$ cat src/rtl/seq_detector_param.sv
// ============================================================================
// seq_detector_param : runtime-loadable serial pattern detector with valid
// qualification, selectable overlap and a saturating match counter.
// Revision: 1.0
// ============================================================================
`default_nettype none

module seq_detector_param #(
  parameter int               PAT_W       = 4,
  parameter logic [PAT_W-1:0] DEFAULT_PAT = 4'b1010,
  parameter int               CNT_W       = 8
) (
  input  logic             clk,
  input  logic             rst,
  input  logic             data_valid,
  input  logic             data,
  input  logic             overlap_en,
  input  logic             pat_load,
  input  logic [PAT_W-1:0] pat_in,
  input  logic             cnt_clr,
  output logic             detected,
  output logic [CNT_W-1:0] match_count
);

  localparam int               FILL_W   = $clog2(PAT_W + 1);
  localparam logic [FILL_W-1:0] FILL_MAX = FILL_W'(PAT_W);

  logic [PAT_W-1:0]  pat_q,  pat_d;
  logic [PAT_W-2:0]  hist_q, hist_d;
  logic [FILL_W-1:0] fill_q, fill_d;
  logic              det_q,  det_d;
  logic [CNT_W-1:0]  cnt_q,  cnt_d;

  logic [PAT_W-1:0]  w_window;
  logic [FILL_W-1:0] w_fill_inc;
  logic              w_accept;
  logic              w_match;

  assign w_window   = {hist_q, data};
  assign w_fill_inc = (fill_q == FILL_MAX) ? FILL_MAX : fill_q + 1'b1;
  assign w_accept   = data_valid && !pat_load;
  // The window only counts once PAT_W-1 earlier bits have been accepted.
  assign w_match    = w_accept && (fill_q >= FILL_MAX - 1'b1) && (w_window == pat_q);

  always_comb begin
    pat_d  = pat_q;
    hist_d = hist_q;
    fill_d = fill_q;
    det_d  = 1'b0;
    cnt_d  = cnt_q;

    if (pat_load) begin
      pat_d  = pat_in;
      fill_d = '0;
    end else if (data_valid) begin
      hist_d = w_window[PAT_W-2:0];
      if (w_match) begin
        det_d  = 1'b1;
        fill_d = overlap_en ? w_fill_inc : '0;
      end else begin
        fill_d = w_fill_inc;
      end
    end

    if (cnt_clr) begin
      cnt_d = '0;
    end else if (w_match && !(&cnt_q)) begin
      cnt_d = cnt_q + 1'b1;
    end
  end

  always_ff @(posedge clk) begin
    if (rst) begin
      pat_q  <= DEFAULT_PAT;
      hist_q <= '0;
      fill_q <= '0;
      det_q  <= 1'b0;
      cnt_q  <= '0;
    end else begin
      pat_q  <= pat_d;
      hist_q <= hist_d;
      fill_q <= fill_d;
      det_q  <= det_d;
      cnt_q  <= cnt_d;
    end
  end

  assign detected    = det_q;
  assign match_count = cnt_q;

endmodule

`default_nettype wire

$ cat config.mk
export PLATFORM = sky130hd
export DESIGN_NAME = seq_detector_param
export DESIGN_NICKNAME = d
export VERILOG_FILES = /design/src/rtl/seq_detector_param.sv
export SDC_FILE = /design/constraint.sdc
export NUM_CORES = 1
export LEC_CHECK = 0
export ABC_AREA = 1
export BUFFER_PORTS_ARGS = -buffer_cell sky130_fd_sc_hd__buf_2
export CAP_MARGIN = 0
export CORE_MARGIN = 1.5
export CORE_UTILIZATION = 40
export DETAILED_ROUTE_END_ITERATION = 12
export GPL_TIMING_DRIVEN = 0
export PLACE_DENSITY = 0.67
export SLEW_MARGIN = 5
export SYNTH_ARGS = -nofsm -noshare
export SYNTH_HDL_FRONTEND = slang
export SYNTH_SLANG_ARGS = --single-unit
$ cat constraint.sdc
create_clock -name clk -period 2 [get_ports clk]
set_input_delay 0.1 -clock clk [delete_from_list [all_inputs] [get_ports clk]]
set_output_delay 0.1 -clock clk [all_outputs]
set_load 0.02 [all_outputs]
==> run metrics <==
area share of the largest cell type after synthesis=39.4%; FF-to-FF Start=fill_q[0]$_SDFFE_PP0P_; design area=0.00112 sq mm; Clock Tree Buf Depth=2; CTS Sinks=19; syn avg cell area=7.31 sq um; area grow syn2layout=16.2%; Via Count=855; share of cells above drive strength 1=18.7%; initial cell density of the core=42.8%; post-CTS setup buffers=0; distinct cell type count after synthesis=17; Post-Syn Nets=147; ANT nets after route=0; Port Buf Inserts=19; worst-margin pin slew=0.223 ns; Seq/Total Area, Yosys=39.4%; Critical Path RT=2.20 ns; VDD IR-drop max=311 uV; Leakage=0.510 nW; Post-Syn Area=965 sq um; Worst R2R Setup Slack=0.44 ns; DIE HEIGHT=52.1 um; worst hold start=data_valid; core area=0.00225 sq mm; IO Pins=20; fin crit share=78.0%; Placer Congestion=0.710; H-Tree Depth=1; nets=171; ANT cells=0; hold buffers post-CTS=0; Hold Fails Final Rpt=0; RR Endpoint=match_count[0]$_SDFFE_PP0P_; CP startpoint kind=flip-flop; max-capacitance violation count=0; Crit path largest cell delay=0.41 ns; Die Wd=52.1 um; status=finished clean; final wirelength=1.84 mm; Setup TNS Final=0 ns; GRT overflow=0; Crit path top cell by count=nand2_1; critical-path cell list=ha_1 -> ha_1 -> nor2_1 -> nand2_1 -> nand3_4 -> nor2_4 -> nand3_4 -> clkinv_4 -> nand2_1 -> nand2_1 -> nor2_1; TritonCTS buffer count=3; Clk Latency, worst-skew pair=0.29 ns; clock slew seen by the registers of the worst setup and hold paths=0.11 ns; Core Rows=17; Max Freq=641 MHz; number of gates resized after CTS=0; drt pass-1 iters=6; initial drt markers=24; antenna violations before repair=0; Worst slew margin=85.1%; largest net degree at the start of global routing=11; first-pass GRT wire length=3.20 mm; DP Wirelength=1.40 mm; placed cell areas=0.00109 sq mm; Worst R2R Path Depth=11; CP Capture Type=flip-flop; ranking of synthesized cells by area=dfxtp_1 (39%), nand2_1 (13%), a21oi_1 (7.8%); CP max FO=9; power density cells=582 mW/mm^2; die area=0.00272 sq mm; Global Route Usage Sum=15.7%; CP Class=flip-flop to flip-flop; Hold Crit Depth=2; crit path DAT=1.76 ns; setup violators final=0; final-layout fill cell count=237; Tmin final=1.56 ns; RSZ-0062 raised after global routing=no; Worst Skew=0.00791 ns; CP max-delay cell=dfxtp_1; commonest non-fill, non-tap cell in the layout=nand2_1; DRC errors left=0; type of the worst min-delay path=input pin to flip-flop; Synth area leader=dfxtp_1; cells after synthesis=132; #FFs+latches synth=19; area used by multi-input combinational logic=508 sq um; hold endpoint=fill_q[1]$_SDFFE_PP0P_; CTS tree=built; WL/cell=10.0 um; most frequent cells in the layout=nand2_1 (33), dfxtp_1 (19), buf_2 (19); Synth warnings=0; Reg area=380 sq um; clock root cell=clkbuf_4; max-slew violation count=0; vias in the first global route=778; vias per cell=4.67
synthesized netlist by cell type (all sizes together):
cell type	number
nand4	1
inv	18
nor3	1
dfxtp	19
xnor2	1
xor2	6
a21oi	15
nand2	33
nor2	17
nand3	7
ha	4
o21ai	9
clkinv	1
routing by layer:
layer	vias up	GRT usage, %	part of all wire (%)
li1	465	-	-
met1	367	19.7	50
met2	19	25.7	44
met3	4	2.87	4.2
met4	0	7.46	1.5
met5	-	0	0
worst max-delay path, delay by kind of cell, from the launching register on:
family,cells,cell delay (ns)
simple gates,8,0.62
buf+inv,1,0.12
flops,1,0.41
fa+ha+maj,2,0.32
logic make-up after synthesis:
logic type	share of synthesized area, %
and+or+nand+nor	28.7
DFF	39.4
AOI/OAI and AO/OA	12.5
buffers and inverters	7.91
adders and majority gates	5.19
xor gates and xnor gates	6.36
sequential cells by signal, indices dropped and copies added, names as in the netlist:
signal	flops
fill_q	3
match_count	8
detected	1
hist_q	3
pat_q	4
through the flow:
stage                     util (%)  power [mW]  worst slack [ns]  std cells  hold slack (ns)
after floorplan                  -       0.446             0.491        132            0.172
after global placement        48.6       0.467             0.477        179            0.314
after detailed placement      48.6       0.470             0.431        179            0.318
after CTS                     49.7       0.661             0.423        183          0.00875
after global routing          49.7       0.692             0.281        183          0.00254
final                         49.7       0.653             0.441        183           0.0137
power by group:
group          switching, mW  total (mW)  leakage [nW]  internal [mW]
logic                 0.0400      0.0637         0.340         0.0237
registers            0.00811       0.398         0.155          0.390
clock network          0.114       0.191        0.0150         0.0774
how the worst max path moves through the flow:
stage / startpoint / to / slack, ns / depth (start not counted)
floorplan: match_count[0]$_SDFFE_PP0P_ / match_count[1]$_SDFFE_PP0P_ / 0.49 / 8
global placement: fill_q[0]$_SDFFE_PP0P_ / match_count[0]$_SDFFE_PP0P_ / 0.48 / 11
detailed placement: fill_q[0]$_SDFFE_PP0P_ / match_count[0]$_SDFFE_PP0P_ / 0.43 / 11
CTS: fill_q[0]$_SDFFE_PP0P_ / match_count[0]$_SDFFE_PP0P_ / 0.42 / 11
global route: fill_q[0]$_SDFFE_PP0P_ / match_count[2]$_SDFFE_PP0P_ / 0.28 / 10
finish: fill_q[0]$_SDFFE_PP0P_ / match_count[0]$_SDFFE_PP0P_ / 0.44 / 11
layout make-up:
class	count	share of cell area, %
multi-input combinational	94	45.3
tap	28	3.12
inverter	19	6.81
clock buffer	4	2.34
timing repair buffer	19	8.48
sequential	19	33.9
No activity file was read; power rests on OpenSTA's default activity.
